`src/rtl/io_bus_fabric.sv`:
```
// ============================================================================
// Module   : io_bus_fabric
// Purpose  : Memory-mapped I/O interconnect between the CPU memory port and
//            NSLAVES peripherals. Each access is decoded by base/mask with a
//            lowest-index-wins priority, then forwarded over a registered
//            valid/ready handshake. Unmatched or hung accesses receive a
//            bounded error response.
// Revision : 1.0 - initial release
// ============================================================================
`default_nettype none

module io_bus_fabric #(
  parameter int                          NSLAVES       = 8,
  parameter int                          ADDR_W        = 32,
  parameter int                          DATA_W        = 32,
  parameter logic [NSLAVES*ADDR_W-1:0]   BASE          = '0,
  parameter logic [NSLAVES*ADDR_W-1:0]   MASK          = '0,
  parameter int                          TIMEOUT       = 255,
  parameter bit                          FAULT_ON_MISS = 1'b1
) (
  input  logic                        clk,
  input  logic                        rst_n,
  // CPU side
  input  logic                        m_valid,
  input  logic [ADDR_W-1:0]           m_addr,
  input  logic [DATA_W-1:0]           m_wdata,
  input  logic [DATA_W/8-1:0]         m_wstrb,
  output logic                        m_ready,
  output logic [DATA_W-1:0]           m_rdata,
  output logic                        m_fault,
  // Peripheral side
  output logic [NSLAVES-1:0]          s_valid,
  output logic [ADDR_W-1:0]           s_addr,
  output logic [DATA_W-1:0]           s_wdata,
  output logic [DATA_W/8-1:0]         s_wstrb,
  input  logic [NSLAVES-1:0]          s_ready,
  input  logic [NSLAVES*DATA_W-1:0]   s_rdata,
  output logic                        busy
);

  // Slave index and timeout counter widths; both kept at least one bit wide
  // so degenerate parameterisations (one slave, no timeout) still elaborate.
  localparam int SEL_W = (NSLAVES > 1) ? $clog2(NSLAVES) : 1;
  localparam int CNT_W = (TIMEOUT > 0) ? $clog2(TIMEOUT + 1) : 1;
  localparam logic [CNT_W-1:0] CNT_LAST = (TIMEOUT > 0) ? CNT_W'(TIMEOUT - 1) : '0;

  typedef enum logic [1:0] {
    ST_IDLE = 2'd0,
    ST_WAIT = 2'd1,
    ST_RESP = 2'd2
  } state_t;

  state_t              state_q, state_d;
  logic [SEL_W-1:0]    sel_q, sel_d;
  logic [ADDR_W-1:0]   addr_q, addr_d;
  logic [DATA_W-1:0]   wdata_q, wdata_d;
  logic [DATA_W/8-1:0] wstrb_q, wstrb_d;
  logic [NSLAVES-1:0]  s_valid_q, s_valid_d;
  logic [CNT_W-1:0]    cnt_q, cnt_d;
  logic [DATA_W-1:0]   rdata_q, rdata_d;
  logic                fault_q, fault_d;

  logic                hit;
  logic [SEL_W-1:0]    hit_idx;
  logic [DATA_W-1:0]   sel_rdata;

  // Address decode: scan from the top index down so the lowest hit wins.
  always_comb begin
    hit     = 1'b0;
    hit_idx = '0;
    for (int i = NSLAVES - 1; i >= 0; i--) begin
      if ((m_addr & MASK[i*ADDR_W +: ADDR_W]) == BASE[i*ADDR_W +: ADDR_W]) begin
        hit     = 1'b1;
        hit_idx = SEL_W'(i);
      end
    end
  end

  // Read data of the currently selected slave.
  always_comb begin
    sel_rdata = '0;
    for (int i = 0; i < NSLAVES; i++) begin
      if (sel_q == SEL_W'(i)) begin
        sel_rdata = s_rdata[i*DATA_W +: DATA_W];
      end
    end
  end

  // State and datapath registers; reset aborts any access in flight.
  always_ff @(posedge clk) begin
    if (!rst_n) begin
      state_q   <= ST_IDLE;
      sel_q     <= '0;
      addr_q    <= '0;
      wdata_q   <= '0;
      wstrb_q   <= '0;
      s_valid_q <= '0;
      cnt_q     <= '0;
      rdata_q   <= '0;
      fault_q   <= 1'b0;
    end else begin
      state_q   <= state_d;
      sel_q     <= sel_d;
      addr_q    <= addr_d;
      wdata_q   <= wdata_d;
      wstrb_q   <= wstrb_d;
      s_valid_q <= s_valid_d;
      cnt_q     <= cnt_d;
      rdata_q   <= rdata_d;
      fault_q   <= fault_d;
    end
  end

  // Next-state logic: accept in IDLE, wait for the slave or the timeout,
  // then present a single-cycle response.
  always_comb begin
    state_d   = state_q;
    sel_d     = sel_q;
    addr_d    = addr_q;
    wdata_d   = wdata_q;
    wstrb_d   = wstrb_q;
    s_valid_d = s_valid_q;
    cnt_d     = cnt_q;
    rdata_d   = rdata_q;
    fault_d   = fault_q;

    unique case (state_q)
      ST_IDLE: begin
        if (m_valid) begin
          addr_d  = m_addr;
          wdata_d = m_wdata;
          wstrb_d = m_wstrb;
          sel_d   = hit_idx;
          if (hit) begin
            state_d            = ST_WAIT;
            s_valid_d          = '0;
            s_valid_d[hit_idx] = 1'b1;
          end else begin
            state_d = ST_RESP;
            rdata_d = '0;
            fault_d = FAULT_ON_MISS;
          end
        end
      end

      ST_WAIT: begin
        // Counter saturates rather than wrapping.
        if (cnt_q != '1) begin
          cnt_d = cnt_q + 1'b1;
        end
        // Slave completion takes precedence over a coincident timeout.
        if (s_ready[sel_q]) begin
          state_d   = ST_RESP;
          s_valid_d = '0;
          rdata_d   = sel_rdata;
          fault_d   = 1'b0;
        end else if ((TIMEOUT != 0) && (cnt_q == CNT_LAST)) begin
          state_d   = ST_RESP;
          s_valid_d = '0;
          rdata_d   = '0;
          fault_d   = 1'b1;
        end
      end

      ST_RESP: begin
        state_d = ST_IDLE;
        cnt_d   = '0;
        rdata_d = '0;
        fault_d = 1'b0;
      end

      default: begin
        state_d   = ST_IDLE;
        s_valid_d = '0;
        cnt_d     = '0;
        rdata_d   = '0;
        fault_d   = 1'b0;
      end
    endcase
  end

  // rdata_q/fault_q are only non-zero while in RESP, so the response
  // outputs are naturally zero whenever m_ready is low.
  assign m_ready = (state_q == ST_RESP);
  assign m_rdata = rdata_q;
  assign m_fault = fault_q;
  assign s_valid = s_valid_q;
  assign s_addr  = addr_q;
  assign s_wdata = wdata_q;
  assign s_wstrb = wstrb_q;
  assign busy    = (state_q != ST_IDLE);

endmodule

`default_nettype wire

```
`config.mk`:
```
export PLATFORM = sky130hd
export DESIGN_NAME = io_bus_fabric
export DESIGN_NICKNAME = d
export VERILOG_FILES = /design/src/rtl/io_bus_fabric.sv
export SDC_FILE = /design/constraint.sdc
export NUM_CORES = 1
export LEC_CHECK = 0
export CAP_MARGIN = 25
export CORE_AREA = 2 2 173 175
export CTS_CLUSTER_DIAMETER = 200
export DETAILED_ROUTE_END_ITERATION = 12
export DIE_AREA = 0 0 175 177
export PLACE_DENSITY = 0.54
export SETUP_SLACK_MARGIN = 0.1
export SLEW_MARGIN = 10
export SYNTH_ARGS = -nofsm -noshare
export SYNTH_HDL_FRONTEND = slang
export SYNTH_SLANG_ARGS = --single-unit
export TNS_END_PERCENT = 10
```
`constraint.sdc`:
```
create_clock -name clk -period 2.8 [get_ports clk]
set_input_delay 0.42 -clock clk [delete_from_list [all_inputs] [get_ports clk]]
set_output_delay 0.42 -clock clk [all_outputs]
set_load 0.005 [all_outputs]
```
Word-level counts from Yosys, hierarchy flattened
Cells that the tools add are included.

Bits in registers: 119. Input bits: 335. Output and inout bits: 111. Logic and storage cells: 41.

Add/sub/neg operators: 1. Equality and inequality tests: 7. Muxes and demuxes: 16. Bitwise logic cells: 2. Reduce and logical (&&, ||, !) cells: 7.

Operators with widths (number): $mux 32 (2); $pmux 32 s2 (1); $mux 8 (4); $pmux 8 s3 (1); $pmux 8 s2 (1); $add 8x1->8 const B (1); $eq 8x8->1 const B (1); $ne 8x8->1 const B (1); $reduce_and 2->1 (4); $mux 2 (3); $ne 2x2->1 const B (2); $pmux 2 s2 (1); $ne 3x3->1 const B (1); $reduce_and 3->1 (1); $eq 2x1->1 const B (1); $eq 2x2->1 const B (1); $logic_not 2->1 (1); $mux 1 (2); $not 1->1 (2); $pmux 1 s2 (1); $reduce_bool 2->1 (1).

Logic depth before layout (Yosys ltp)
Gate-level depths: netlist (run 1).

Depth in word-level cells: 4. Mapped depth: 7. Depth with buffers taken out: 5.

Worst setup path before layout (run 1)
No wires, ideal clock.

Path kind: input -> register. Start: input rst_n. End: register rdata_q[10] (netlist: m_rdata[10]). Setup time: 0.128 ns. Data arrival time: 1.266 ns. Data required time: 2.672 ns. Path slack: 1.405 ns. Stages on the path: 6. Buffers on the path: 3. Cells stage by stage: buf_2 -> nor2b_1 -> buf_2 -> clkbuf_1 -> a32oi_1 -> o21ai_0.

RTL lines: from (decl) (RTL line 22) `input logic rst_n,`; to (signal assigned) (RTL line 109) `rdata_q <= rdata_d;`; to (decl) (RTL line 60) `logic [DATA_W-1:0] rdata_q, rdata_d;`.

Worst setup path after layout (run 1)
Start: register state_q[0]. End: output busy.

Longest elaborated chain between the ends: 1.

RTL lines: from (decl) (RTL line 53) `state_t state_q, state_d;`; from (signal assigned) (RTL line 102) `state_q <= state_d;`; $reduce_bool 2->1 (RTL line 191) `assign busy = (state_q != ST_IDLE);`; to (decl) (RTL line 38) `output logic busy`.

No other way between the ends.

==> summary.txt, run 1 <==
Outcome
  • Run status: finished clean

Worst setup path
  • Kind of critical path: reg2out
  • Slowest cell on the critical path: sky130_fd_sc_hd__dfxtp_1
  • Required time of the critical path: 2.38 ns
  • Timing startpoint of the critical path: state_q[0]
  • R2r worst-path depth: 6
  • Worst path arrival time: 1.82 ns
  • Cells along the critical path: or2_2, clkdlybuf4s50_1
  • Setup crit start kind: flip-flop
  • Largest fanout on the critical path: 15
  • Worst r2r src: cnt_q[0]
  • Endpoint of the worst-slack reg-to-reg timing path: m_rdata[8]
  • Critical path destination: busy
  • CP endpoint kind: primary output
  • Largest stage delay on the critical path: 0.69 ns
  • Setup slack of the most critical reg-to-reg path: 0.75 ns

Route
  • Vias: 4289
  • Drc violations: 0
  • Per-cell routed wire length: 14.6 µm
  • First-pass iteration count of the detailed router: 4
  • Remaining number of nets flagged by the antenna check after routing: 0
  • Via-to-Cell Ratio: 3.91
  • Total Routed Length: 16100 µm
  • Number of DRC markers in iteration 0: 210

Floorplan
  • Top Ports: 446
  • Placeable core region: 29200 µm²
  • Die W: 175 µm
  • Y dimension of the die: 177 µm
  • Effective utilization at floorplan: 0.154
  • Die area: 31000 µm²
  • Site row count: 63

Yosys
  • Cell area after synthesis: 4500 µm²
  • Number of warning messages in the yosys log: 0
  • Synthesized area per cell: 8.62 µm²
  • Biggest area contributors in the synthesized netlist: sky130_fd_sc_hd__dfxtp_1 50%, sky130_fd_sc_hd__nand2_1 14%, sky130_fd_sc_hd__a21boi_0 8.2%, sky130_fd_sc_hd__a32oi_1 6.2%, sky130_fd_sc_hd__o21ai_0 3.7%
  • Cell taking the most area after synthesis: sky130_fd_sc_hd__dfxtp_1
  • Yosys top cell area share: 0.498
  • Number of synthesized register bits: 112
  • Post-Synthesis Cells: 522
  • Distinct cell type count of the synthesized netlist: 41
  • Proportion of synthesized chip area in sequential cells: 0.498

Clock network
  • Number of resized instances in the post-cts repair step: 0
  • Setup repair bufs after CTS: 0
  • Number of buffers between clock root and the deepest sink: 2
  • Number of clock sinks: 112
  • Clk Latency, worst-skew pair: 0.35 ns
  • Clk slew on worst S/H paths: 0.07 ns
  • Root cell of the clock tree: sky130_fd_sc_hd__clkbuf_16
  • Cts-stage hold buffer count: 0
  • Inserted Clock Buffers: 9
  • TritonCTS clock tree: done
  • Number of H-tree levels: 3

Timing
  • Worst rel slew slack: 0.385
  • Setup repair after global routing missed its margin: false
  • Final setup violating endpoints: 0
  • Hold violation count in the final report: 0
  • Slew Limit Fails: 0
  • Final worst clock skew: 0.00538 ns
  • Clock period minus final worst setup slack: 2.24 ns
  • Setup WS post-layout: 0.559 ns
  • Slew of the pin with the lowest slew margin: 0.922 ns
  • Highest Clock Rate: 446 MHz
  • Portion of the clock cycle consumed by the worst path in the final layout: 0.800
  • Worst hold slack: 0.396 ns
  • Final setup TNS: 0 ns

GRT
  • Pin count of the biggest net entering global routing: 70
  • Global-route wire length before repair: 24300 µm
  • Residual overflow from global routing: 0
  • Global routing met3 resource utilization: 0.0369
  • Met1 routing resource usage after global routing: 0.136
  • Busiest grt layer: met2
  • Initial antenna violation count: 0
  • Overall global routing resource usage: 0.103
  • Vias in the first global route: 4064
  • Met2 track demand over resource: 0.154

Cells and area
  • ANT cells: 0
  • Post-layout utilization of the core: 0.246
  • Total number of nets in the final design: 1040
  • Number of filler instances in the final layout: 3176
  • Fraction of layout cells with a size suffix above 1: 0.0382
  • Synthesis-to-layout area growth: 59.7%

Place
  • Buffers added on ports: 207
  • Dpl hpwl: 11100 µm
  • Worst slack at placement: 0.634 ns
  • Routability Congestion: 0.700

Run
  • Max-capacitance violation count: 0

Pwr
  • Peak supply drop: 0.000218 V
  • Reported leakage power: 2.47 nW
  • Total power divided by cell area: 532 nW/µm²

Worst hold path
  • Min-delay worst type: in2reg
## worst max-delay path, delay by kind of cell, from the launching register on
family | cells | cell delay, ns
simple gates | 1 | 0.25
flops | 1 | 0.69
buf+inv | 1 | 0.53
## logic make-up (layout without fill, tap and decap cells)
group / count (synthesis) / count (layout) / synth area share
simple gates: 203 / 203 / 0.190
compound gates: 150 / 150 / 0.239
flops: 112 / 112 / 0.498
buf+inv: 53 / 231 / 0.0642
fa+ha+maj: 2 / 2 / 0.00556
other cells: 1 / 7 / 0.000833
mux: 1 / 1 / 0.00222
## worst min path at each step
stage / startpoint / to / depth (start not counted)
floorplan: s_wdata[10] / s_wdata[10] / 2
global placement: s_wdata[24] / s_wdata[24] / 2
detailed placement: s_wdata[20] / s_wdata[20] / 2
CTS: rst_n / s_valid[0] / 2
global route: rst_n / s_valid[0] / 2
finish: rst_n / s_valid[0] / 2
## report_power, final
group | internal (W) | leakage [nW] | switching, W | total (W)
sequential | 0.00169 | 0.917 | 0.0000664 | 0.00176
clock | 0.000801 | 0.148 | 0.000608 | 0.00141
combinational | 0.000375 | 1.40 | 0.000276 | 0.000652
total | 0.00287 | 2.47 | 0.000951 | 0.00382
## layout make-up
type / count / area (µm²) / area share
Inverter: 3 / 11.3 / 0.00157
Clock inverter: 3 / 67.6 / 0.00940
Clock buffer: 11 / 243 / 0.0338
Sequential cell: 112 / 2240 / 0.312
Multi-Input combinational cell: 363 / 2010 / 0.279
Tap cell: 390 / 488 / 0.0679
Timing Repair Buffer: 214 / 2130 / 0.297
## per-layer routing
metal | part of all wire | up-vias
li1 | - | 2132
met1 | 0.47 | 2026
met2 | 0.44 | 118
met3 | 0.072 | 13
met4 | 0.017 | 0
met5 | 0 | -
## cells in the mapped netlist (all sizes together)
master     n
nand2    173
dfxtp    112
a21boi    69
buf       35
o21ai     33
a32oi     32
clkbuf    15
a21oi      5
nand3      5
nor3b      4
and4       3
nor2b      3
nor3       3
a31oi      2
and3       2
ha         2
inv        2
nand4      2
o211ai     2
o21a       2
a311oi     1
and2       1
and4b      1
clkinv     1
conb       1
mux2i      1
nand2b     1
nand3b     1
nor2       1
o2111ai    1
o211a      1
o21bai     1
o22ai      1
or2        1
or3        1
or3b       1
## layout by cell type (no fill, tap or decap), types with 5 or more instances in the layout
cell                              instances
sky130_fd_sc_hd__a21oi_1                  5
sky130_fd_sc_hd__conb_1                   7
sky130_fd_sc_hd__buf_4                    6
sky130_fd_sc_hd__nand2_1                173
sky130_fd_sc_hd__o21ai_0                 33
sky130_fd_sc_hd__a21boi_1                20
sky130_fd_sc_hd__a21boi_0                49
sky130_fd_sc_hd__dfxtp_1                112
sky130_fd_sc_hd__clkbuf_16                9
sky130_fd_sc_hd__clkdlybuf4s50_1        206
sky130_fd_sc_hd__nand3_1                  5
sky130_fd_sc_hd__a32oi_1                 32
## stage by stage
step,std cells,area [µm²],power (W)
floorplan,528,4520,0.00204
global placement,1082,6880,0.00246
detailed placement,1082,6880,0.00247
CTS,1096,7190,0.00393
global route,1096,7190,0.00405
finish,1096,7190,0.00382
## registers in the layout (all words and copies together), names as in the netlist
name and flops:
m_fault 1, s_valid 1, s_wstrb 4, state_q 2, s_wdata 32, s_addr 32, cnt_q 8, m_rdata 32
Note: power is estimated with default switching activity, not from simulation.
==> run 2: changes to the inputs <==
--- a/config.mk
+++ b/config.mk
@@ -6,11 +6,11 @@
 export NUM_CORES = 1
 export LEC_CHECK = 0
 export CAP_MARGIN = 25
-export CORE_AREA = 2 2 173 175
+export CORE_AREA = 2 2 172 174
 export CTS_CLUSTER_DIAMETER = 200
 export DETAILED_ROUTE_END_ITERATION = 12
-export DIE_AREA = 0 0 175 177
-export PLACE_DENSITY = 0.54
+export DIE_AREA = 0 0 174 176
+export PLACE_DENSITY = 0.56
 export SETUP_SLACK_MARGIN = 0.1
 export SLEW_MARGIN = 10
 export SYNTH_ARGS = -nofsm -noshare
==> constraint.sdc (replaced) <==
create_clock -name clk -period 1.85 [get_ports clk]
set_input_delay 0.2775 -clock clk [delete_from_list [all_inputs] [get_ports clk]]
set_output_delay 0.2775 -clock clk [all_outputs]
set_load 0.005 [all_outputs]
==> run 2 against run 1 <==
Effect of this change: sequential share of layout area fell by 0.69 points; die area fell by 1.1%; clock skew rose by 0.0016 ns; wire length shrank 2.1%; global-route usage down 0.15 points; count of clock-buffer cells in the layout increased by 1; critical path type unchanged; setup slack got worse by 0.31 ns.
==> summary.txt, run 2 (same netlist as run 1, synthesis figures left out) <==
Route
  • Total Routed Length: 15700 µm
  • Via-to-Cell Ratio: 3.89
  • Per-cell routed wire length: 14.3 µm
  • Number of DRC markers in iteration 0: 114
  • Remaining number of nets flagged by the antenna check after routing: 0
  • First-pass iteration count of the detailed router: 4
  • Drc violations: 0
  • Vias: 4283

Cells and area
  • ANT cells: 0
  • Post-layout utilization of the core: 0.258
  • Number of filler instances in the final layout: 3129
  • Final design area excluding fillers: 7350 µm²
  • Total number of nets in the final design: 1050
  • Reg area: 2240 µm²
  • Area used by multi-input combinational logic: 2010 µm²
  • Most frequent cells in the layout: 204 x sky130_fd_sc_hd__clkdlybuf4s50_1, 173 x sky130_fd_sc_hd__nand2_1, 112 x sky130_fd_sc_hd__dfxtp_1
  • Synthesis-to-layout area growth: 63.3%
  • Fin cells: 1101
  • Commonest non-fill, non-tap cell in the layout: sky130_fd_sc_hd__clkdlybuf4s50_1
  • Fraction of layout cells with a size suffix above 1: 0.0502

Worst setup path
  • Largest stage delay on the critical path: 0.36 ns
  • Slowest cell on the critical path: sky130_fd_sc_hd__dfxtp_1
  • Kind of critical path: reg2out
  • Required time of the critical path: 1.57 ns
  • Largest fanout on the critical path: 6
  • CP endpoint kind: primary output
  • Worst path arrival time: 1.32 ns
  • Setup slack of the most critical reg-to-reg path: 0.40 ns
  • Setup crit start kind: flip-flop
  • Cells along the critical path: or2_2, dlygate4sd2_1

Clock network
  • Root cell of the clock tree: sky130_fd_sc_hd__clkbuf_16
  • Number of buffers between clock root and the deepest sink: 2
  • Setup repair bufs after CTS: 0
  • Inserted Clock Buffers: 9
  • Cts-stage hold buffer count: 0
  • TritonCTS clock tree: done
  • Number of clock sinks: 112
  • Clk slew on worst S/H paths: 0.07 ns
  • Clk Latency, worst-skew pair: 0.35 ns
  • Number of H-tree levels: 3

GRT
  • Vias in the first global route: 4071
  • Residual overflow from global routing: 0
  • Pin count of the biggest net entering global routing: 70
  • Global-route wire length before repair: 24000 µm
  • Overall global routing resource usage: 0.101
  • Initial antenna violation count: 0

Timing
  • Clock period minus final worst setup slack: 1.60 ns
  • Setup repair after global routing missed its margin: false
  • Highest Clock Rate: 625 MHz
  • Final worst clock skew: 0.00701 ns
  • Slew Limit Fails: 0
  • Setup WS post-layout: 0.250 ns
  • Worst hold slack: 0.283 ns
  • Portion of the clock cycle consumed by the worst path in the final layout: 0.865
  • Hold violation count in the final report: 0
  • Final setup violating endpoints: 0

Floorplan
  • Die W: 174 µm
  • Placeable core region: 28500 µm²
  • Site row count: 62
  • Top Ports: 446
  • Die area: 30600 µm²
  • Effective utilization at floorplan: 0.158
  • Y dimension of the die: 176 µm

Place
  • Dpl hpwl: 11100 µm
  • Buffers added on ports: 207
  • Worst slack at placement: -0.0237 ns
  • Routability Congestion: 0.716
  • Count of placed standard cells including taps: 1086
  • Cell area after placement: 7050 µm²

Outcome
  • Run status: finished clean

Pwr
  • Share of total power in the clock network: 0.360
  • Reported leakage power: 2.57 nW
  • Switching part of the total power: 0.247
  • Peak supply drop: 0.000266 V
  • Cell internal power dissipation: 0.00437 W
  • Total power divided by cell area: 790 nW/µm²
  • Flop pwr share: 0.457
  • Net Switching: 0.00144 W
  • Share of total power in combinational logic: 0.183

Run
  • Max-capacitance violation count: 0

Worst hold path
  • Min-delay worst type: in2reg
## run 2: cell count changes in the layout (fill, tap and decap cells not counted)
| cell | delta |
|---|---|
| sky130_fd_sc_hd__buf_12 | +8 |
| sky130_fd_sc_hd__buf_4 | +2 |
| sky130_fd_sc_hd__clkbuf_1 | +2 |
| sky130_fd_sc_hd__clkdlybuf4s50_1 | -2 |
| sky130_fd_sc_hd__clkbuf_8 | -1 |
| sky130_fd_sc_hd__dlymetal6s2s_1 | +1 |
| sky130_fd_sc_hd__dlygate4sd2_1 | +1 |
## run 2: metal layers
| metal | vias up | wire length, µm | global-route usage |
|---|---|---|---|
| met2 | 127 | 7120 | 0.157 |
| met5 | - | 0 | 0 |
| met4 | 0 | 172 | 0.0263 |
| met3 | 9 | 1410 | 0.0457 |
| li1 | 2158 | - | - |
| met1 | 1989 | 7020 | 0.128 |
## run 2: repair_timing
| action | in CTS | in global routing |
|---|---|---|
| pin swaps | 0 | 0 |
| gates resized for setup | 1 | 1 |
| endpoints found under the hold margin | 0 | 0 |
| cloned | 0 | 0 |
| endpoints found under the setup margin | 2 | 1 |
## run 2: final cells by class
class,instances,share of cell area
flip-flops and latches,112,0.305
well taps,384,0.0653
clock buffers,12,0.0322
clock inverters,3,0.00919
inverters,3,0.00153
multi-input cells,363,0.273
repair buffers,224,0.314
## run 2: power groups by stage
stage,registers (W),logic (W),clock network (W)
2_1_floorplan,0.00272,0.000374,0
3_3_place_gp,0.00271,0.00108,0
3_5_place_dp,0.00271,0.00108,0
4_1_cts,0.00266,0.00109,0.00221
5_1_grt,0.00268,0.00116,0.00230
6_report,0.00266,0.00106,0.00209
## run 2: per-stage QoR
stage               power [W]  TNS [ns]
finish                0.00581         0
floorplan             0.00309         0
global route          0.00614         0
CTS                   0.00595         0
detailed placement    0.00380    -0.541
global placement      0.00379    -0.191
## run 2: final timing paths
kind | cells past startpoint | end | startpoint
max | 2 | busy | state_q[0]
min | 2 | s_valid[0] | rst_n
max reg2reg | 6 | s_wdata[1] | state_q[0]
min reg2reg | 2 | s_wdata[22] | s_wdata[22]
## run 2: worst max-delay path: cells and delay by family, from the launching register on
family | cells | cell delay [ns]
AND/OR/NAND/NOR | 1 | 0.32
buffers and inverters | 1 | 0.30
flip-flops | 1 | 0.36
==> run 3: changes to the inputs <==
--- a/config.mk
+++ b/config.mk
@@ -5,12 +5,13 @@
 export SDC_FILE = /design/constraint.sdc
 export NUM_CORES = 1
 export LEC_CHECK = 0
+export ABC_AREA = 1
 export CAP_MARGIN = 25
-export CORE_AREA = 2 2 172 174
+export CORE_AREA = 2 2 176 178
 export CTS_CLUSTER_DIAMETER = 200
 export DETAILED_ROUTE_END_ITERATION = 12
-export DIE_AREA = 0 0 174 176
-export PLACE_DENSITY = 0.56
+export DIE_AREA = 0 0 178 180
+export PLACE_DENSITY = 0.54
 export SETUP_SLACK_MARGIN = 0.1
 export SLEW_MARGIN = 10
 export SYNTH_ARGS = -nofsm -noshare
==> run 3 against run 2 <==
Effect of this change: core utilization is 2.0 points lower; final cell count increased by 4.5%; clock power fell by 6%; count of clock-buffer cells in the layout is 3 lower; total power rose by 0.55%; sequential power barely moved; critical path depth shrank 1; non-clock buffer count is 3 lower; clock skew rose by 0.0049 ns; synthesized area shrank 1.7%; largest power group unchanged.
==> summary.txt, run 3 <==
Outcome
  • Run status: finished clean

Yosys
  • Synthesized area per cell: 8.04 µm²
  • Proportion of synthesized chip area in sequential cells: 0.507
  • Post-Synthesis Cells: 550
  • Number of synthesized register bits: 112
  • Cell taking the most area after synthesis: sky130_fd_sc_hd__dfxtp_1
  • Number of flops mapped to enable cells by yosys: 0
  • Cell area after synthesis: 4420 µm²
  • Dominant synthesized flop cell: sky130_fd_sc_hd__dfxtp_1
  • Yosys top cell area share: 0.507
  • Async set or reset register ratio after synthesis: 0
  • Count leader, synth: sky130_fd_sc_hd__nor2_1
  • Number of warning messages in the yosys log: 0
  • Distinct cell type count of the synthesized netlist: 28
  • Biggest area contributors in the synthesized netlist: sky130_fd_sc_hd__dfxtp_1 51%, sky130_fd_sc_hd__nor2_1 13%, sky130_fd_sc_hd__o21ai_0 7.8%, sky130_fd_sc_hd__a21oi_2 5.9%, sky130_fd_sc_hd__nand2_1 5.5%
  • Most instantiated cells after synthesis: 148 x sky130_fd_sc_hd__nor2_1, 112 x sky130_fd_sc_hd__dfxtp_1, 69 x sky130_fd_sc_hd__o21ai_0

Place
  • Routability Congestion: 0.726
  • Buffers added on ports: 207
  • Dpl hpwl: 13600 µm
  • Count of placed standard cells including taps: 1134

Worst setup path
  • Setup slack of the most critical reg-to-reg path: 0.26 ns
  • Cells along the critical path: clkdlybuf4s50_1
  • Worst path arrival time: 1.39 ns
  • CP endpoint kind: primary output
  • Family with the most delay on the worst path: buffers and inverters
  • Largest fanout on the critical path: 2
  • Largest stage delay on the critical path: 0.70 ns
  • Setup crit start kind: flip-flop
  • Worst r2r src: state_q[1]
  • Endpoint of the worst-slack reg-to-reg timing path: s_addr[23]
  • Required time of the critical path: 1.57 ns
  • Kind of critical path: reg2out
  • Count of buffer and inverter cells on the critical path: 1
  • R2r worst-path depth: 5
  • Slowest cell on the critical path: sky130_fd_sc_hd__clkdlybuf4s50_1

Route
  • Total Routed Length: 17700 µm
  • First-pass iteration count of the detailed router: 4
  • Drc violations: 0
  • Via-to-Cell Ratio: 3.64
  • Per-cell routed wire length: 15.4 µm
  • Remaining number of nets flagged by the antenna check after routing: 0
  • Vias: 4183
  • Number of DRC markers in iteration 0: 98

GRT
  • Met2 track demand over resource: 0.151
  • Busiest grt layer: met2
  • Met1 routing resource usage after global routing: 0.147
  • Residual overflow from global routing: 0
  • Vias in the first global route: 4141
  • Global-route wire length before repair: 26100 µm
  • Overall global routing resource usage: 0.112
  • Pin count of the biggest net entering global routing: 36
  • Initial antenna violation count: 2
  • Global routing met3 resource utilization: 0.0747

Worst hold path
  • Min-delay worst type: in2reg
  • Worst hold stages: 3
  • Startpoint of the worst hold path: rst_n
  • Worst Hold End: s_addr[30]

Timing
  • Clock period minus final worst setup slack: 1.67 ns
  • Hold violation count in the final report: 0
  • Final setup violating endpoints: 0
  • Worst hold slack: 0.322 ns
  • Highest Clock Rate: 599 MHz
  • Final worst clock skew: 0.0119 ns
  • Portion of the clock cycle consumed by the worst path in the final layout: 0.903
  • Setup repair after global routing missed its margin: true
  • Slew Limit Fails: 0
  • Final setup TNS: 0 ns

Clock network
  • Cts-stage hold buffer count: 0
  • Inserted Clock Buffers: 9
  • Clk Latency, worst-skew pair: 0.35 ns
  • Setup repair bufs after CTS: 0
  • Clk slew on worst S/H paths: 0.09 ns
  • Root cell of the clock tree: sky130_fd_sc_hd__clkbuf_16
  • Number of clock sinks: 112
  • Number of resized instances in the post-cts repair step: 3
  • TritonCTS clock tree: done
  • Number of H-tree levels: 3
  • Number of buffers between clock root and the deepest sink: 2

Floorplan
  • Die area: 32000 µm²
  • Top Ports: 446
  • Die W: 178 µm
  • Y dimension of the die: 180 µm
  • Effective utilization at floorplan: 0.147
  • Placeable core region: 30200 µm²
  • Site row count: 64

Cells and area
  • Fin cells: 1150
  • Fraction of layout cells with a size suffix above 1: 0.147
  • ANT cells: 0
  • Number of filler instances in the final layout: 3265
  • Most frequent cells in the layout: 204 x sky130_fd_sc_hd__clkdlybuf4s50_1, 147 x sky130_fd_sc_hd__nor2_1, 110 x sky130_fd_sc_hd__dfxtp_1
  • Commonest non-fill, non-tap cell in the layout: sky130_fd_sc_hd__clkdlybuf4s50_1
  • Synthesis-to-layout area growth: 62.4%
  • Total number of nets in the final design: 1086

Pwr
  • Peak supply drop: 0.000376 V
  • Net Switching: 0.00168 W
  • Share of total power in combinational logic: 0.205
  • Flop pwr share: 0.458
  • Total power divided by cell area: 813 nW/µm²
  • Reported leakage power: 2.60 nW
  • Cell internal power dissipation: 0.00416 W
  • Share of total power in the clock network: 0.337
  • Switching part of the total power: 0.287

Run
  • Max-capacitance violation count: 0
[run 3: kinds of logic (layout without fill, tap and decap cells)]
| group | after synthesis | in the layout | synth area share |
|---|---|---|---|
| other | 1 | 7 | 0.000848 |
| AO/OA/AOI/OAI | 111 | 111 | 0.152 |
| flip-flops | 112 | 112 | 0.507 |
| adder cells (fa/ha/maj) | 2 | 2 | 0.00566 |
| AND/OR/NAND/NOR | 267 | 267 | 0.262 |
| buffers and inverters | 57 | 255 | 0.0735 |
[run 3: area by class of cell]
cell class | instances | area [µm²] | share of cell area
flip-flops and latches | 112 | 2240 | 0.312
repair buffers | 221 | 2210 | 0.308
multi-input cells | 387 | 1880 | 0.262
well taps | 396 | 495 | 0.0689
clock buffers | 9 | 225 | 0.0313
inverters | 18 | 67.6 | 0.00940
clock inverters | 7 | 61.3 | 0.00853
[run 3: how the worst max path moves through the flow]
stage	slack (ns)	from	endpoint	cells after the start
6_report	0.18	s_wdata[7]	s_wdata[7]	1
5_1_grt	0.07	s_wdata[14]	s_wdata[14]	1
3_3_place_gp	-0.05	m_valid	s_addr[23]	5
4_1_cts	0.06	state_q[1]	m_ready	3
3_5_place_dp	-0.04	m_valid	s_addr[23]	5
2_1_floorplan	0.54	cnt_q[0]	m_rdata[10]	10
[run 3: worst register-to-register path, delay by kind of cell, from the launching register on]
| kind | cells | cell delay, ns |
|---|---|---|
| AOI/OAI and AO/OA | 1 | 0.33 |
| buffers and inverters | 1 | 0.28 |
| DFF | 1 | 0.33 |
| and+or+nand+nor | 3 | 0.53 |
[run 3: power groups by stage]
stage	Clock [W]	Combinational [W]	Sequential [W]
3_3_place_gp	0	0.00123	0.00272
5_1_grt	0.00218	0.00133	0.00270
3_5_place_dp	0	0.00123	0.00273
2_1_floorplan	0	0.000474	0.00274
6_report	0.00197	0.00120	0.00268
4_1_cts	0.00208	0.00123	0.00268
[run 3: through the flow]
step                      utilization  instance area [µm²]  worst slack [ns]  total power [W]
after global routing            0.238                 7190            0.0718          0.00621
after CTS                       0.238                 7180            0.0646          0.00599
final                           0.238                 7190             0.179          0.00584
after floorplan                     -                 4450             0.542          0.00322
after detailed placement        0.228                 6890           -0.0419          0.00396
after global placement          0.228                 6890           -0.0489          0.00396
[run 3: per-layer routing]
metal / up-vias / part of all wire
li1: 2125 / -
met1: 1905 / 0.47
met2: 146 / 0.38
met3: 7 / 0.14
met4: 0 / 0.0072
met5: - / 0
